`src/rtl/mips_pkg.sv`:
```
// Shared multicycle MIPS constants: FSM state codes, opcode/funct values,
// ALU/extender/next-PC codes and the decoded control bundle.
package mips_pkg;

   localparam logic [2:0] S_RST    = 3'd0;
   localparam logic [2:0] S_FETCH  = 3'd1;
   localparam logic [2:0] S_DECODE = 3'd2;
   localparam logic [2:0] S_EXEC   = 3'd3;
   localparam logic [2:0] S_MEM    = 3'd4;
   localparam logic [2:0] S_WB     = 3'd5;
   localparam logic [2:0] S_ERR    = 3'd6;

   localparam logic [5:0] OP_RTYPE = 6'b000000;
   localparam logic [5:0] OP_ORI   = 6'b001101;
   localparam logic [5:0] OP_ADDIU = 6'b001001;
   localparam logic [5:0] OP_LUI   = 6'b001111;
   localparam logic [5:0] OP_LW    = 6'b100011;
   localparam logic [5:0] OP_SW    = 6'b101011;
   localparam logic [5:0] OP_BEQ   = 6'b000100;
   localparam logic [5:0] OP_J     = 6'b000010;

   localparam logic [5:0] FN_ADDU  = 6'b100001;
   localparam logic [5:0] FN_SUBU  = 6'b100011;
   localparam logic [5:0] FN_AND   = 6'b100100;
   localparam logic [5:0] FN_OR    = 6'b100101;
   localparam logic [5:0] FN_SLT   = 6'b101010;

   localparam logic [2:0] ALU_ADD  = 3'b000;
   localparam logic [2:0] ALU_SUB  = 3'b001;
   localparam logic [2:0] ALU_AND  = 3'b010;
   localparam logic [2:0] ALU_OR   = 3'b011;
   localparam logic [2:0] ALU_SLT  = 3'b100;

   localparam logic [1:0] EXT_ZERO = 2'b00;
   localparam logic [1:0] EXT_SIGN = 2'b01;
   localparam logic [1:0] EXT_LUI  = 2'b10;

   localparam logic [1:0] NPC_SEQ  = 2'b00;
   localparam logic [1:0] NPC_BR   = 2'b01;
   localparam logic [1:0] NPC_J    = 2'b10;

   typedef enum logic [2:0] {K_ALU, K_LW, K_SW, K_BEQ, K_J, K_BAD} kind_e;

   typedef struct packed {
      logic [1:0] extop;
      logic       b_sel;
      logic [2:0] alu_ctr;
      logic       reg_dst;
      logic       mem_to_reg;
   } dec_t;

endpackage

```
`src/rtl/mc_decode.sv`:
```
// Combinational opcode/funct decode table; classifies the instruction and
// produces the datapath control bundle latched by the FSM in DECODE.
module mc_decode
   import mips_pkg::*;
(
   input  logic [5:0] op,
   input  logic [5:0] funct,
   output dec_t       dec,
   output kind_e      kind
);

   always_comb begin
      dec  = '0;
      kind = K_BAD;
      case (op)
         OP_RTYPE: begin
            dec.reg_dst = 1'b1;
            kind        = K_ALU;
            case (funct)
               FN_ADDU: dec.alu_ctr = ALU_ADD;
               FN_SUBU: dec.alu_ctr = ALU_SUB;
               FN_AND:  dec.alu_ctr = ALU_AND;
               FN_OR:   dec.alu_ctr = ALU_OR;
               FN_SLT:  dec.alu_ctr = ALU_SLT;
               default: begin
                  dec  = '0;
                  kind = K_BAD;
               end
            endcase
         end
         OP_ORI: begin
            dec.extop   = EXT_ZERO;
            dec.b_sel   = 1'b1;
            dec.alu_ctr = ALU_OR;
            kind        = K_ALU;
         end
         OP_ADDIU: begin
            dec.extop   = EXT_SIGN;
            dec.b_sel   = 1'b1;
            dec.alu_ctr = ALU_ADD;
            kind        = K_ALU;
         end
         OP_LUI: begin
            dec.extop   = EXT_LUI;
            dec.b_sel   = 1'b1;
            dec.alu_ctr = ALU_ADD;
            kind        = K_ALU;
         end
         OP_LW: begin
            dec.extop      = EXT_SIGN;
            dec.b_sel      = 1'b1;
            dec.alu_ctr    = ALU_ADD;
            dec.mem_to_reg = 1'b1;
            kind           = K_LW;
         end
         OP_SW: begin
            dec.extop   = EXT_SIGN;
            dec.b_sel   = 1'b1;
            dec.alu_ctr = ALU_ADD;
            kind        = K_SW;
         end
         OP_BEQ: begin
            dec.extop   = EXT_SIGN;
            dec.alu_ctr = ALU_SUB;
            kind        = K_BEQ;
         end
         OP_J:    kind = K_J;
         default: kind = K_BAD;
      endcase
   end

endmodule

```
`src/rtl/mc_ctrl.sv`:
```
// Multicycle MIPS control FSM with memory wait timeout and sticky error.
// Enables/requests are decoded combinationally from the current state.
module mc_ctrl
   import mips_pkg::*;
#(
   parameter int MEM_TIMEOUT = 15
)(
   input  logic       clk,
   input  logic       rst_n,
   input  logic [5:0] op,
   input  logic [5:0] funct,
   input  logic       zero,
   input  logic       mem_ready,
   output logic       mem_re,
   output logic       mem_we,
   output logic       pc_we,
   output logic       ir_we,
   output logic       reg_we,
   output logic [1:0] npc_sel,
   output logic [1:0] extop,
   output logic       b_sel,
   output logic [2:0] alu_ctr,
   output logic       reg_dst,
   output logic       mem_to_reg,
   output logic       err
);

   localparam int CW = $clog2(MEM_TIMEOUT + 1);

   logic [2:0]    state_q, state_d;
   logic [CW-1:0] cnt_q, cnt_d;
   logic          err_q, err_d;
   dec_t          dec_q, dec_d;
   kind_e         kind_q, kind_d;

   dec_t          dec_w;
   kind_e         kind_w;

   mc_decode u_decode (
      .op    (op),
      .funct (funct),
      .dec   (dec_w),
      .kind  (kind_w)
   );

   logic timeout;
   assign timeout = (int'(cnt_q) >= MEM_TIMEOUT - 1);

   always_comb begin
      state_d = state_q;
      cnt_d   = cnt_q;
      err_d   = err_q;
      dec_d   = dec_q;
      kind_d  = kind_q;
      mem_re  = 1'b0;
      mem_we  = 1'b0;
      pc_we   = 1'b0;
      ir_we   = 1'b0;
      reg_we  = 1'b0;
      npc_sel = NPC_SEQ;
      case (state_q)
         S_RST: state_d = S_FETCH;
         S_FETCH: begin
            mem_re = 1'b1;
            if (mem_ready) begin
               ir_we   = 1'b1;
               pc_we   = 1'b1;
               state_d = S_DECODE;
            end else if (timeout) begin
               state_d = S_ERR;
            end else begin
               cnt_d = cnt_q + CW'(1);
            end
         end
         S_DECODE: begin
            case (kind_w)
               K_BAD: state_d = S_ERR;
               K_J: begin
                  pc_we   = 1'b1;
                  npc_sel = NPC_J;
                  state_d = S_FETCH;
               end
               default: begin
                  dec_d   = dec_w;
                  kind_d  = kind_w;
                  state_d = S_EXEC;
               end
            endcase
         end
         S_EXEC: begin
            case (kind_q)
               K_BEQ: begin
                  pc_we   = zero;
                  npc_sel = NPC_BR;
                  state_d = S_FETCH;
               end
               K_LW, K_SW: state_d = S_MEM;
               default:    state_d = S_WB;
            endcase
         end
         S_MEM: begin
            mem_re = (kind_q == K_LW);
            mem_we = (kind_q == K_SW);
            if (mem_ready) state_d = (kind_q == K_LW) ? S_WB : S_FETCH;
            else if (timeout) state_d = S_ERR;
            else cnt_d = cnt_q + CW'(1);
         end
         S_WB: begin
            reg_we  = 1'b1;
            state_d = S_FETCH;
         end
         S_ERR:   state_d = S_ERR;
         default: state_d = S_ERR;
      endcase
      // Any state change restarts the wait count, so FETCH/MEM always enter at 0.
      if (state_d != state_q) cnt_d = '0;
      if (state_d == S_ERR) err_d = 1'b1;
   end

   always_ff @(posedge clk) begin
      if (!rst_n) begin
         state_q <= S_RST;
         cnt_q   <= '0;
         err_q   <= 1'b0;
         dec_q   <= '0;
         kind_q  <= K_ALU;
      end else begin
         state_q <= state_d;
         cnt_q   <= cnt_d;
         err_q   <= err_d;
         dec_q   <= dec_d;
         kind_q  <= kind_d;
      end
   end

   assign extop      = dec_q.extop;
   assign b_sel      = dec_q.b_sel;
   assign alu_ctr    = dec_q.alu_ctr;
   assign reg_dst    = dec_q.reg_dst;
   assign mem_to_reg = dec_q.mem_to_reg;
   assign err        = err_q;

endmodule

```
`config.mk`:
```
export PLATFORM = sky130hd
export DESIGN_NAME = mc_ctrl
export DESIGN_NICKNAME = d
export VERILOG_FILES = /design/src/rtl/mips_pkg.sv /design/src/rtl/mc_decode.sv /design/src/rtl/mc_ctrl.sv
export SDC_FILE = /design/constraint.sdc
export NUM_CORES = 1
export LEC_CHECK = 0
export CAP_MARGIN = 20
export CORE_ASPECT_RATIO = 1.4
export CORE_MARGIN = 5
export CORE_UTILIZATION = 45
export CTS_CLUSTER_DIAMETER = 60
export DETAILED_ROUTE_END_ITERATION = 10
export PLACE_DENSITY = 0.7
export SYNTH_ARGS = -nofsm -noshare
export SYNTH_HDL_FRONTEND = slang
export SYNTH_HIERARCHICAL = 1
export SYNTH_SLANG_ARGS = --single-unit
```
`constraint.sdc`:
```
create_clock -name clk -period 6.8 [get_ports clk]
set_input_delay 1.7 -clock clk [delete_from_list [all_inputs] [get_ports clk]]
set_output_delay 1.7 -clock clk [all_outputs]
set_load 0.005 [all_outputs]
```
==> flow_summary.toml <==
[setup_path]
crit_path_max_fanout = 4
worstReg2RegStart = "state_q[2]$_SDFF_PN0_"
crit_slowest_cell = "sky130_fd_sc_hd__nor4bb_1"
worst-path-stages = 7
worstReg2RegEnd = "cnt_q[3]$_SDFFE_PP0P_"
worst_path_dominant_cell_family = "buffers and inverters"
crit_path_start = "funct[3]"
r2r_setup_slack_ps = 5020
critPathMaxStageDelay_ps = 560
worst_setup_path_start_kind = "primary input"
cp_data_required_time_ps = 5100
end_kind = "output port"
critical_path.cell_chain = "clkdlybuf4s50_1 > nor4bb_1 > o21ai_0 > a211o_1 > nor3_1 > a211o_1 > clkdlybuf4s50_1"
timing.critical_path.arrival_ps = 4340
critPathKind = "in -> out"
critical_path.n_buffers_inverters = 2
r2r_cells = 5

[min_path]
min_delay_worst_endpoint = "mem_to_reg$_SDFFE_PN0P_"
min-delay-path-class = "reg -> reg"
holdCritStartpoint = "mem_to_reg$_SDFFE_PN0P_"
worstHoldPathCells = 2

[place]
detailed_place_hpwl_um = 2820
postPlaceCellArea_um2 = 1770
io_buffers = 31
gpl.final_weighted_congestion = 0.843

[clock_tree]
cts_buffers = 3
postCtsSetupRepairBufs = 0
cts-htree-levels = 1
post_cts_hold_buffer_count = 0
root_buffer = "sky130_fd_sc_hd__clkbuf_8"
postCtsResizedCells = 0
worstSkewPairLatency_ps = 250
clock_tree_from_tritoncts = "built"
clkSinkCount = 19
cts_buffer_depth = 2
clock_slew_at_the_register_clock_pins_of_the_worst_setup_and_hold_paths_ps = 70

[logic_synthesis]
synth.yosys.warnings = 6
yosysSeqAreaShare_pct = 25.4
ys_top_cells_by_count = "sky130_fd_sc_hd__nor2_1, sky130_fd_sc_hd__dfxtp_1, sky130_fd_sc_hd__a21oi_1"
post_synth_and_or_nand_nor_area_fraction_pct = 34.1
number_of_storage_elements_in_the_synthesis_netlist = 19
post_synth_instance_area_um2 = 1500
synth-edff-count = 0
syn_inst = 176
synth_area_leaders = "sky130_fd_sc_hd__dfxtp_1, sky130_fd_sc_hd__nor2_1, sky130_fd_sc_hd__mux2i_1"
synth.distinct_cells = 61
leading_register_cell_type_out_of_synthesis = "sky130_fd_sc_hd__dfxtp_1"
muxShareOfSynthArea_pct = 5.35
most_repeated_cell_in_the_gate_level_netlist_after_synthesis = "sky130_fd_sc_hd__nor2_1"
netlist.top_cell.by_area = "sky130_fd_sc_hd__dfxtp_1"
synth_area_in_compound_gates_pct = 23.3
synth_adder_area_share_pct = 1.67
synth_xor_xnor_area_share_pct = 2.92
synth.avg_cell_area_um2 = 8.51
synth-async-reset-ratio_pct = 0
synth_top_family_by_area = "simple AND/OR/NAND/NOR gates"
netlist.area_leader.share_pct = 25.4
synth_net_count = 194

[floorplan]
fp-row-count = 24
floorplan.die.width_um = 58.8
start_util_pct = 47.5
die_h_um = 78.3
design.die.area_um2 = 4600
core-area_um2 = 3150
total_i_o_pin_count = 32

[timing]
grt_setup_unrepaired = "no"
timing.max_slew.rel_slack_pct = 61.0
fmax_ghz = 0.166
worstMarginPinSlew_ps = 577
setup_total_negative_slack_ps = 0
fin_crit_ps = 6040
finalCritPeriodShare_pct = 88.8
final_hold_violating_endpoints = 0
max_slew_violation_total_from_the_final_report = 0
skew_ps = 4.48
setup-violations-final = 0

[drt]
count_of_antenna_violating_nets_left_after_detailed_routing = 0
top_routing_layer_in_use = "met4"
route.layer.met1.wl_um = 1410
vias = 1368
final_routed_wirelength_across_all_metal_layers_um = 3510
met2_length_um = 1830
drc = 0
dr.pass1.iters = 4
drt-vias-per-instance = 5.70
detailroute.wirelength.met3_um = 228
drt_iter0_markers = 46
route.detailed.wl_per_inst_um = 14.6

[final_layout]
post-route-util_pct = 57.5
fillers = 307
number_of_flip_flops_in_the_largest_register = 4
postLayoutCellArea_um2 = 1810
diodes_inserted = 0
fin_nets = 220
post_route_cells_drive_above_1_share_pct = 14.4
areaGrowthSynthToFinish_pct = 21.1
registers.top_by_ff_count = "cnt_q"

[power]
ir_drop_mv = 0.124
intPower_mw = 0.214
switching_power_mw = 0.106
pwr-share-comb_pct = 35.7
switching_share_pct = 33.3
seq_power_share_pct = 40.3
total_leakage_power_nw = 0.734
clock_power_share_pct = 24.0
cellPowerDensity_nw_per_um2 = 177

[job]
drv_cap = 0

[grt]
antenna_found_initial = 0
first_global_vias = 1358
pin_count_of_the_biggest_net_entering_global_routing = 14
grt_remaining_overflow = 0
grt_first_pass_wirelength_um = 5840
grtUsageTotal_pct = 15.6

[run_status]
outcome = "finished clean"
-- layout make-up --
cell class	count	area, um^2	share of cell area (%)
Tap cell	39	48.8	2.69
Timing Repair Buffer	31	310	17.1
Clock buffer	3	41.3	2.28
Inverter	5	18.8	1.04
Multi-Input combinational cell	142	1010	55.6
Sequential cell	19	380	21.0
Clock inverter	1	5.00	0.276
-- worst max path at each step --
stage / end / slack (ps)
final: pc_we / 760
after global routing: pc_we / 670
after CTS: pc_we / 810
after detailed placement: pc_we / 820
after global placement: pc_we / 930
after floorplan: pc_we / 1820
-- worst reg2reg max path, cell delays in order, from the launching register on --
cell and delay (ps):
sky130_fd_sc_hd__dfxtp_1 640, sky130_fd_sc_hd__nor3b_2 160, sky130_fd_sc_hd__a32oi_1 260, sky130_fd_sc_hd__nand2_1 100, sky130_fd_sc_hd__o31ai_2 390, sky130_fd_sc_hd__nor3_1 100
-- cells in the final DEF (no fill, tap or decap), types with 3 or more instances in the layout --
cell                              Yosys  final
sky130_fd_sc_hd__a211o_1              4      4
sky130_fd_sc_hd__a21oi_1             11     11
sky130_fd_sc_hd__clkbuf_8             0      3
sky130_fd_sc_hd__clkdlybuf4s50_1      0     31
sky130_fd_sc_hd__dfxtp_1             19     19
sky130_fd_sc_hd__inv_1                4      4
sky130_fd_sc_hd__mux2i_1              8      8
sky130_fd_sc_hd__nand2_1              5      5
sky130_fd_sc_hd__nand2b_1             7      7
sky130_fd_sc_hd__nand3_1              8      8
sky130_fd_sc_hd__nor2_1              25     25
sky130_fd_sc_hd__nor3_1               6      6
sky130_fd_sc_hd__nor3b_2              3      3
sky130_fd_sc_hd__o21ai_0              4      4
sky130_fd_sc_hd__xnor2_1              3      3
-- layer usage --
layer  track usage [%]  up-vias
li1                  -      692
met2              26.5       45
met1              18.6      629
met5                 0        -
met3              1.64        2
met4              8.39        0
-- per-stage QoR --
stage | hold slack [ps] | instances | worst slack [ps] | total power [mW]
2_1_floorplan | 466 | 176 | 1820 | 0.217
6_report | 496 | 240 | 762 | 0.320
3_5_place_dp | 485 | 236 | 816 | 0.245
5_1_grt | 534 | 240 | 668 | 0.339
3_3_place_gp | 471 | 236 | 927 | 0.241
4_1_cts | 503 | 240 | 807 | 0.323
-- kinds of logic after synthesis --
logic type	Yosys count
AND/OR/NAND/NOR	83
adder cells (fa/ha/maj)	2
AO/OA/AOI/OAI	44
flip-flops	19
multiplexers	8
XOR/XNOR	5
buffers and inverters	15
-- power groups by stage --
stage | clock (mW) | combinational, mW | sequential (mW)
floorplan | 0 | 0.0956 | 0.121
global placement | 0 | 0.110 | 0.131
detailed placement | 0 | 0.114 | 0.132
CTS | 0.0795 | 0.114 | 0.129
global route | 0.0846 | 0.124 | 0.130
finish | 0.0769 | 0.114 | 0.129
Note: power is estimated with default switching activity, not from simulation.
